File: config.mk
export PLATFORM = sky130hd
export DESIGN_NAME = spi_apb_arbiter
export DESIGN_NICKNAME = d
export VERILOG_FILES = /design/src/rtl/spi_arb_pkg.sv /design/src/rtl/spi_arb_rr_picker.sv /design/src/rtl/spi_apb_arbiter.sv
export SDC_FILE = /design/constraint.sdc
export NUM_CORES = 1
export LEC_CHECK = 0
export BUFFER_PORTS_ARGS = -buffer_cell sky130_fd_sc_hd__buf_2
export CAP_MARGIN = 0
export CORE_AREA = 2 2 127 129
export CTS_CLUSTER_SIZE = 28
export DETAILED_ROUTE_END_ITERATION = 7
export DIE_AREA = 0 0 129 131
export PLACE_DENSITY = 0.79
export SKIP_CTS_REPAIR_TIMING = 1
export SLEW_MARGIN = 20
export SYNTH_ARGS = -nofsm -noshare
export SYNTH_HDL_FRONTEND = slang
export SYNTH_SLANG_ARGS = --single-unit
File: constraint.sdc
create_clock -name clock -period 2.4 [get_ports clock]
set_input_delay 0.12 -clock clock [delete_from_list [all_inputs] [get_ports clock]]
set_output_delay 0.12 -clock clock [all_outputs]
set_load 0.02 [all_outputs]
File: src/rtl/spi_arb_pkg.sv
// Shared types and defaults for the two-port APB arbiter in front of the SPI/XIP controller.
// Address-map defaults, port ids, FSM state enum and the address-legality helper.
package spi_arb_pkg;

    typedef enum logic [1:0] {
        IDLE   = 2'd0,
        SETUP  = 2'd1,
        ACCESS = 2'd2,
        RESP   = 2'd3
    } spi_arb_state_e;

    localparam logic [31:0] FLASH_BASE_DEF = 32'h3000_0000;
    localparam logic [31:0] FLASH_END_DEF  = 32'h3fff_ffff;
    localparam logic [31:0] SPI_BASE_DEF   = 32'h1000_1000;
    localparam logic [31:0] SPI_END_DEF    = 32'h1000_1fff;

    localparam logic PORT_IFU = 1'b0;
    localparam logic PORT_LSU = 1'b1;

    // Flash window is read-only; the SPI register window accepts reads and writes.
    function automatic logic addr_legal(
        input logic [31:0] addr,
        input logic        write,
        input logic [31:0] flash_base,
        input logic [31:0] flash_end,
        input logic [31:0] spi_base,
        input logic [31:0] spi_end
    );
        return (!write && addr >= flash_base && addr <= flash_end) ||
               (addr >= spi_base && addr <= spi_end);
    endfunction

endpackage

File: src/rtl/spi_arb_rr_picker.sv
// Combinational 2-way picker: single requester wins outright; a tie goes to the port
// that was not served last (round-robin) or to the IFU port (fixed priority).
module spi_arb_rr_picker
    import spi_arb_pkg::*;
(
    input  logic [1:0] req_i,
    input  logic       rr_last_i,
    input  logic       rr_en_i,
    output logic [1:0] gnt_o,
    output logic       gnt_id_o
);

    always_comb begin
        gnt_id_o = PORT_IFU;
        case (req_i)
            2'b10:   gnt_id_o = PORT_LSU;
            2'b11:   gnt_id_o = rr_en_i ? ~rr_last_i : PORT_IFU;
            default: gnt_id_o = PORT_IFU;
        endcase
        gnt_o = 2'b00;
        if (|req_i) begin
            gnt_o = gnt_id_o ? 2'b10 : 2'b01;
        end
    end

endmodule

File: src/rtl/spi_apb_arbiter.sv
// Two-port APB arbiter sharing the spi_top_apb slave port; replays the granted transfer
// as a clean SETUP/ACCESS pair. Optional ACCESS watchdog: define SPI_ARB_TIMEOUT_EN.
module spi_apb_arbiter
    import spi_arb_pkg::*;
#(
    parameter logic [31:0] FLASH_BASE    = FLASH_BASE_DEF,
    parameter logic [31:0] FLASH_END     = FLASH_END_DEF,
    parameter logic [31:0] SPI_BASE      = SPI_BASE_DEF,
    parameter logic [31:0] SPI_END       = SPI_END_DEF,
    parameter bit          RR_EN_DEFAULT = 1'b1
`ifdef SPI_ARB_TIMEOUT_EN
    , parameter logic [15:0] TIMEOUT_CYCLES = 16'd4096
`endif
) (
    input  logic           clock,
    input  logic           reset,
    input  logic [31:0]    s0_paddr,
    input  logic           s0_psel,
    input  logic           s0_penable,
    input  logic           s0_pwrite,
    input  logic [31:0]    s0_pwdata,
    input  logic [3:0]     s0_pstrb,
    input  logic [2:0]     s0_pprot,
    output logic           s0_pready,
    output logic [31:0]    s0_prdata,
    output logic           s0_pslverr,
    input  logic [31:0]    s1_paddr,
    input  logic           s1_psel,
    input  logic           s1_penable,
    input  logic           s1_pwrite,
    input  logic [31:0]    s1_pwdata,
    input  logic [3:0]     s1_pstrb,
    input  logic [2:0]     s1_pprot,
    output logic           s1_pready,
    output logic [31:0]    s1_prdata,
    output logic           s1_pslverr,
    output logic [31:0]    m_paddr,
    output logic           m_psel,
    output logic           m_penable,
    output logic           m_pwrite,
    output logic [31:0]    m_pwdata,
    output logic [3:0]     m_pstrb,
    output logic [2:0]     m_pprot,
    input  logic           m_pready,
    input  logic [31:0]    m_prdata,
    input  logic           m_pslverr,
    output logic           grant_id,
    output logic           busy,
`ifdef SPI_ARB_TIMEOUT_EN
    output logic           timeout_flag,
`endif
    output spi_arb_state_e dbg_state
);

    // Requesters assert penable per APB, but only psel marks a request here.
    logic unused_penable;
    assign unused_penable = s0_penable ^ s1_penable;

    spi_arb_state_e state_q;
    logic        gid_q, rr_last_q, drop_q;
    logic        m_psel_q, m_penable_q, m_pwrite_q;
    logic [31:0] m_paddr_q, m_pwdata_q;
    logic [3:0]  m_pstrb_q;
    logic [2:0]  m_pprot_q;
    logic        s0_pready_q, s0_pslverr_q, s1_pready_q, s1_pslverr_q;
    logic [31:0] s0_prdata_q, s1_prdata_q;

    logic [1:0]  req, gnt;
    logic        pick_id, gnt_psel, sel_pwrite, sel_legal;
    logic [31:0] sel_paddr, sel_pwdata;
    logic [3:0]  sel_pstrb;
    logic [2:0]  sel_pprot;
    logic        resp_fire, resp_port, resp_err, access_done;
    logic [31:0] resp_data;

`ifdef SPI_ARB_TIMEOUT_EN
    logic [15:0] to_cnt_q;
    logic        to_flag_q, to_hit;
    assign to_hit       = (state_q == ACCESS) && !m_pready && (to_cnt_q == TIMEOUT_CYCLES - 16'd1);
    assign timeout_flag = to_flag_q;
`else
    logic to_hit;
    assign to_hit = 1'b0;
`endif

    assign req = {s1_psel, s0_psel};

    spi_arb_rr_picker u_picker (
        .req_i     (req),
        .rr_last_i (rr_last_q),
        .rr_en_i   (RR_EN_DEFAULT),
        .gnt_o     (gnt),
        .gnt_id_o  (pick_id)
    );

    always_comb begin
        sel_paddr   = gnt[1] ? s1_paddr  : s0_paddr;
        sel_pwrite  = gnt[1] ? s1_pwrite : s0_pwrite;
        sel_pwdata  = gnt[1] ? s1_pwdata : s0_pwdata;
        sel_pstrb   = gnt[1] ? s1_pstrb  : s0_pstrb;
        sel_pprot   = gnt[1] ? s1_pprot  : s0_pprot;
        sel_legal   = addr_legal(sel_paddr, sel_pwrite, FLASH_BASE, FLASH_END, SPI_BASE, SPI_END);
        gnt_psel    = gid_q ? s1_psel : s0_psel;
        access_done = (state_q == ACCESS) && (m_pready || to_hit);
        resp_fire   = 1'b0;
        resp_port   = gid_q;
        resp_data   = 32'h0;
        resp_err    = 1'b0;
        if (state_q == IDLE && (|gnt) && !sel_legal) begin
            resp_fire = 1'b1;
            resp_port = pick_id;
            resp_err  = 1'b1;
        end else if (access_done) begin
            // A requester that let go of psel mid-transfer gets no response.
            resp_fire = !drop_q && gnt_psel;
            resp_data = m_pready ? m_prdata : 32'h0;
            resp_err  = m_pready ? m_pslverr : 1'b1;
        end
    end

    always_ff @(posedge clock or negedge reset) begin
        if (!reset) begin
            state_q      <= IDLE;
            gid_q        <= PORT_IFU;
            rr_last_q    <= PORT_LSU;
            drop_q       <= 1'b0;
            m_psel_q     <= 1'b0;
            m_penable_q  <= 1'b0;
            m_pwrite_q   <= 1'b0;
            m_paddr_q    <= 32'h0;
            m_pwdata_q   <= 32'h0;
            m_pstrb_q    <= 4'h0;
            m_pprot_q    <= 3'h0;
            s0_pready_q  <= 1'b0;
            s0_prdata_q  <= 32'h0;
            s0_pslverr_q <= 1'b0;
            s1_pready_q  <= 1'b0;
            s1_prdata_q  <= 32'h0;
            s1_pslverr_q <= 1'b0;
`ifdef SPI_ARB_TIMEOUT_EN
            to_cnt_q     <= 16'h0;
            to_flag_q    <= 1'b0;
`endif
        end else begin
            s0_pready_q  <= 1'b0;
            s0_prdata_q  <= 32'h0;
            s0_pslverr_q <= 1'b0;
            s1_pready_q  <= 1'b0;
            s1_prdata_q  <= 32'h0;
            s1_pslverr_q <= 1'b0;
            case (state_q)
                IDLE: begin
                    if (|gnt) begin
                        gid_q      <= pick_id;
                        drop_q     <= 1'b0;
                        m_paddr_q  <= sel_paddr;
                        m_pwrite_q <= sel_pwrite;
                        m_pwdata_q <= sel_pwdata;
                        m_pstrb_q  <= sel_pstrb;
                        m_pprot_q  <= sel_pprot;
                        if (sel_legal) begin
                            state_q  <= SETUP;
                            m_psel_q <= 1'b1;
`ifdef SPI_ARB_TIMEOUT_EN
                            to_cnt_q <= 16'h0;
`endif
                        end else begin
                            state_q <= RESP;
                        end
                    end
                end
                SETUP: begin
                    if (!gnt_psel) drop_q <= 1'b1;
                    m_penable_q <= 1'b1;
                    state_q     <= ACCESS;
                end
                ACCESS: begin
                    if (!gnt_psel) drop_q <= 1'b1;
                    if (access_done) begin
                        m_psel_q    <= 1'b0;
                        m_penable_q <= 1'b0;
                        state_q     <= RESP;
                    end
`ifdef SPI_ARB_TIMEOUT_EN
                    if (to_hit) to_flag_q <= 1'b1;
                    to_cnt_q <= to_cnt_q + 16'd1;
`endif
                end
                RESP: begin
                    rr_last_q <= gid_q;
                    state_q   <= IDLE;
                end
                default: state_q <= IDLE;
            endcase
            if (resp_fire) begin
                if (resp_port) begin
                    s1_pready_q  <= 1'b1;
                    s1_prdata_q  <= resp_data;
                    s1_pslverr_q <= resp_err;
                end else begin
                    s0_pready_q  <= 1'b1;
                    s0_prdata_q  <= resp_data;
                    s0_pslverr_q <= resp_err;
                end
            end
        end
    end

    assign s0_pready  = s0_pready_q;
    assign s0_prdata  = s0_prdata_q;
    assign s0_pslverr = s0_pslverr_q;
    assign s1_pready  = s1_pready_q;
    assign s1_prdata  = s1_prdata_q;
    assign s1_pslverr = s1_pslverr_q;
    assign m_paddr    = m_paddr_q;
    assign m_psel     = m_psel_q;
    assign m_penable  = m_penable_q;
    assign m_pwrite   = m_pwrite_q;
    assign m_pwdata   = m_pwdata_q;
    assign m_pstrb    = m_pstrb_q;
    assign m_pprot    = m_pprot_q;
    assign grant_id   = gid_q;
    assign busy       = (state_q != IDLE);
    assign dbg_state  = state_q;

endmodule

# Yosys cells after proc, flatten, opt, wreduce, memory -nomap -nowiden
# Index checks and enable logic that the tools add are counted.
totals:
  wordCells: 97
  reg_bits: 147
op_classes:
  n_eq_ne: 9
  bitwise: 1
  mux: 42
  n_reduce_logical: 24
  magnitude_cmp: 4
op_table:
  columns: ["op", "n"]
  rows:
  - ["$mux W32", 9]
  - ["$ge A32 B29 Y1 const B", 1]
  - ["$ge A32 B30 Y1 const B", 1]
  - ["$le A32 B29 Y1 const B", 1]
  - ["$le A32 B30 Y1 const B", 1]
  - ["$mux W1", 21]
  - ["$mux W2", 5]
  - ["$eq A2 B2 Y1 const B", 4]
  - ["$pmux W1 S2", 4]
  - ["$pmux W2 S4", 1]
  - ["$reduce_bool A2 Y1", 4]
  - ["$logic_and A1 B1 Y1", 7]
  - ["$ne A2 B2 Y1 const B", 3]
  - ["$reduce_and A2 Y1", 3]
  - ["$reduce_or A2 Y1", 3]
  - ["$mux W4", 1]
  - ["$reduce_and A4 Y1", 1]
  - ["$logic_not A1 Y1", 3]
  - ["$mux W3", 1]
  - ["$reduce_and A3 Y1", 1]
  - ["$eq A2 B1 Y1 const B", 1]
  - ["$logic_not A2 Y1", 1]
  - ["$ne A2 B1 Y1 const B", 1]
  - ["$logic_or A1 B1 Y1", 1]
  - ["$not A1 Y1", 1]

# Logic depth before layout (Yosys ltp)
logic_depth:
  word_depth: 14
  mapped_depth: 8
  depth_no_buf: 7

# Modules after synthesis
# Synthesis repeated with hierarchy kept, for this count alone.
hier_totals:
  cells_unflattened: 546
  hier_area_um2: 6316.1
by_module_without_submodules:
  columns: ["mod", "area_each_um2", "instances", "cells_each", "seq_area_each_um2"]
  rows:
  - ["spi_apb_arbiter", 6278.5, 1, 541, 3679.8]
  - ["spi_arb_rr_picker", 37.5, 1, 5, 0.0]

# Worst setup path after synthesis
# Ideal clock, no wire load.
synth_path:
  path_type: "register -> register"
  start: "reg rr_last_q"
  end: "reg s0_prdata_q[10] (netlist: s0_prdata[10])"
  stages_incl_launch_ff: 8
  t_arrival_ps: 2048
  slack_ps: 280
  setup_time_ps: 72
  cell_sequence: "dfstp_2 -> a21bo_2 -> clkbuf_1 -> nand4_1 -> a222oi_1 -> o21ai_1 -> buf_2 -> nor2_1"
synth_via:
  elab_chain_len: 14
synth_rtl:
  columns: ["item", "line", "text"]
  rows:
  - ["start, declared", "spi_apb_arbiter.sv:60", "logic gid_q, rr_last_q, drop_q;"]
  - ["start signal, assigned", "spi_apb_arbiter.sv:190", "rr_last_q <= gid_q;"]
  - ["$not A1 Y1 (*)", "spi_arb_rr_picker.sv:17", "2'b11: gnt_id_o = rr_en_i ? ~rr_last_i : PORT_IFU;"]
  - ["$pmux W1 S2 (*)", "spi_arb_rr_picker.sv:15", "case (req_i)"]
  - ["$mux W2", "spi_arb_rr_picker.sv:22", "gnt_o = gnt_id_o ? 2'b10 : 2'b01;"]
  - ["$mux W2", "spi_arb_rr_picker.sv:21", "if (|req_i) begin"]
  - ["$mux W32 or $mux W1 (tied branches)", "spi_apb_arbiter.sv:97, spi_apb_arbiter.sv:98", null]
  - ["$ge A32 B30 Y1 or $logic_not A1 Y1 (tied branches)", "spi_arb_pkg.sv:29", "return (!write && addr >= flash_base && addr <= flash_end) ||"]
  - ["$logic_and A1 B1 Y1 (2 in a row)", "spi_arb_pkg.sv:29", null]
  - ["$logic_or A1 B1 Y1", "spi_arb_pkg.sv:29", null]
  - ["$logic_not A1 Y1", "spi_apb_arbiter.sv:109", "if (state_q == IDLE && (|gnt) && !sel_legal) begin"]
  - ["$logic_and A1 B1 Y1", "spi_apb_arbiter.sv:109", null]
  - ["$mux W32 or $mux W1 (tied branches)", "spi_apb_arbiter.sv:109", null]
  - ["$mux W32", "spi_apb_arbiter.sv:196", "if (resp_port) begin"]
  - ["$mux W32 (*)", "spi_apb_arbiter.sv:195", "if (resp_fire) begin"]
  - ["end signal, assigned", "spi_apb_arbiter.sv:202", "s0_prdata_q <= resp_data;"]
  - ["end, declared", "spi_apb_arbiter.sv:66", "logic [31:0] s0_prdata_q, s1_prdata_q;"]
# Every way passes the cells marked *; elsewhere a longest branch is shown, timed or not.
# A chain may end at the register's enable or synchronous reset.

# Worst setup path in the final report
layout_path:
  start: "reg rr_last_q"
  end: "reg s0_prdata_q[28] (netlist: s0_prdata[28])"
# Same word-level chain as after synthesis.

==> metrics.txt <==
die height 131 µm; Final Cell Area 0.00888 mm²; CTS tree built; Layout Cells excl Fill 1,153; crit path kind reg2reg; dpl hpwl 13.5 mm; Avg Cell Area, Syn 10.6 µm²; synthesis-to-layout area growth 49.2%; status finished, violations left; post-synthesis cell area 0.00595 mm²; # port buffers 327; Sink Count 147; Final min period 2.21 ns; GRT overflow 0; Clock Tree Root clkbuf_16; crit end category flip-flop; # DRC 0; Tightest Pin Transition 0.578 ns; Worst EP required 2.73 ns; Setup TNS Final 0 ns; clock latency on the worst-skew pair 0.41 ns; first drt pass iteration count 5; vias in the first global route 5,017; Max Clk Rate 0.452 GHz; Ys Warns 0; WP data arrival 2.54 ns; Leak 4.87 nW; sequential area share after synthesis 61.8%; Setup Viol. Count Final 0; Num CTS Buffers 17; number of distinct library cells after synthesis 33; Clock Skew 0.0107 ns; die area 0.0169 mm²; violated checks hold timing; Total GRT Usage 20.2%; max-slew violation count 0; initial drt markers 202; Layout Nets 1,111; startpoint types flip-flop; drt total wl 18.9 mm; first-pass GRT wire length 26.1 mm; MaxCap Viol Count 0; # IOs 330; H-tree depth 4; Synthesized Nets 749; flops & latches, synth 147; largest net degree at the start of global routing 99; final setup margin 0.189 ns; routed len/inst 16.4 µm; Placed Area 0.00788 mm²; most frequent cells in the layout buf_2, dfrtp_1, nand2_1; Vias 5,510; worst hold margin -0.00713 ns; initial antenna violation count 1; via density per instance 4.78; final core occ 57.0%; core box area 0.0156 mm²; power per standard cell area 1110 mW/mm²; Rows 46; cells after synthesis 561; dpl ws 0.312 ns; final hold violation count 13; fin crit share 92.1%; Clock transition at path regs 0.07 ns; Max Fanout on Critical Path 32; commonest non-fill, non-tap cell in the layout buf_2; Worst VDD drop 0.000544 V; Inst Count DP 1,081; CTS max path bufs 2; Max transition margin 61.5%; Final GP Congestion 0.844; layout cells sized above 1 40.2%; die width 129 µm; antenna-violating nets left 0; HP Class in2reg; fillers 1,325; unrepaired setup endpoints after global routing no; initial core utilization 38.2%
==> Yosys cell counts (all sizes together) <==
| cell type | n | area, µm² |
|---|---|---|
| a21bo | 1 | 10.0 |
| dfrtp | 146 | 3650 |
| or3 | 2 | 12.5 |
| a21boi | 1 | 7.51 |
| nand2 | 111 | 417 |
| nor4 | 6 | 37.5 |
| o211ai | 1 | 7.51 |
| nor4b | 2 | 17.5 |
| ha | 4 | 50.1 |
| nor2 | 71 | 267 |
| o21ai | 80 | 400 |
| a21oi | 1 | 5.00 |
| a221oi | 1 | 8.76 |
| o22ai | 2 | 12.5 |
| nand3 | 1 | 5.00 |
| clkbuf | 21 | 78.8 |
| nand2b | 1 | 6.26 |
| nand4 | 4 | 25.0 |
| a222oi | 1 | 10.0 |
| nor3b | 1 | 7.51 |
| mux2i | 73 | 731 |
| o31ai | 1 | 7.51 |
| and2 | 1 | 6.26 |
| a22oi | 2 | 15.0 |
| mux2 | 1 | 11.3 |
| buf | 14 | 63.8 |
| dfstp | 1 | 26.3 |
| a21o | 1 | 7.51 |
| o2bb2ai | 1 | 8.76 |
| a211oi | 2 | 15.0 |
| inv | 6 | 22.5 |
==> flip-flops by register name, indices dropped and copies added, names as in the netlist, 2 cells and up <==
signal	cells
m_pprot	3
m_pstrb	4
dbg_state	2
m_paddr	32
m_pwdata	32
s1_prdata	32
s0_prdata	32
==> cell families (layout without fill, tap and decap cells) <==
| family | after synthesis | count (layout) | synth area share (%) |
|---|---|---|---|
| AO/OA/AOI/OAI | 95 | 95 | 8.66 |
| adder cells (fa/ha/maj) | 4 | 4 | 0.841 |
| buffers and inverters | 41 | 416 | 2.77 |
| flip-flops | 147 | 147 | 61.8 |
| multiplexers | 74 | 74 | 12.5 |
| other | 0 | 1 | 0 |
| AND/OR/NAND/NOR | 200 | 200 | 13.5 |
==> per-stage QoR <==
stage,total power [mW],hold WS [ns]
final,9.88,-0.00713
after global routing,10.5,0.00195
after CTS,9.90,-0.321
after detailed placement,7.14,0.124
after global placement,7.01,0.120
after floorplan,5.74,-0.176
==> layer usage <==
metal	routed length [µm]	track usage, %
met5	0	0
met3	1570	6.39
met2	9540	33.6
met4	321	6.59
met1	7490	25.2
==> worst paths after layout <==
kind / to / cells past startpoint / startpoint / slack, ns
min: m_pwdata[4] / 3 / s1_pwdata[4] / -0.007
max in group asynchronous: s1_prdata[0] / 3 / reset / 1.35
max: s0_prdata[28] / 7 / rr_last_q / 0.19
min reg2reg: m_paddr[4] / 2 / m_paddr[4] / 0.47
min in group asynchronous: s1_prdata[9] / 2 / reset / 0.23
max reg2reg: s0_prdata[28] / 7 / rr_last_q / 0.19
==> critical path, stage by stage (launching register included) <==
cell	delay, ns
dfstp_2	0.38
a21boi_1	0.42
nand3_1	0.18
a222oi_1	0.39
buf_4	0.23
o21ai_2	0.06
buf_4	0.24
nor2_1	0.20
==> layout make-up <==
cell class,instances,area (µm²),share of cell area [%]
timing repair buffer,378,2160,24.3
inverter,6,22.5,0.253
clock inverter,13,173,1.94
antenna,1,2.50,0.0282
multi-input combinational,373,2130,24.0
tap,216,270,3.04
sequential,147,3680,41.4
clock buffer,19,443,4.99
==> report_power, final <==
group | switching [mW] | internal [mW] | leakage (nW) | total, mW
clock network | 1.08 | 1.68 | 0.299 | 2.76
logic | 2.35 | 1.22 | 2.65 | 3.57
registers | 0.371 | 3.18 | 1.92 | 3.55
Power figures use the tool's default switching activity.
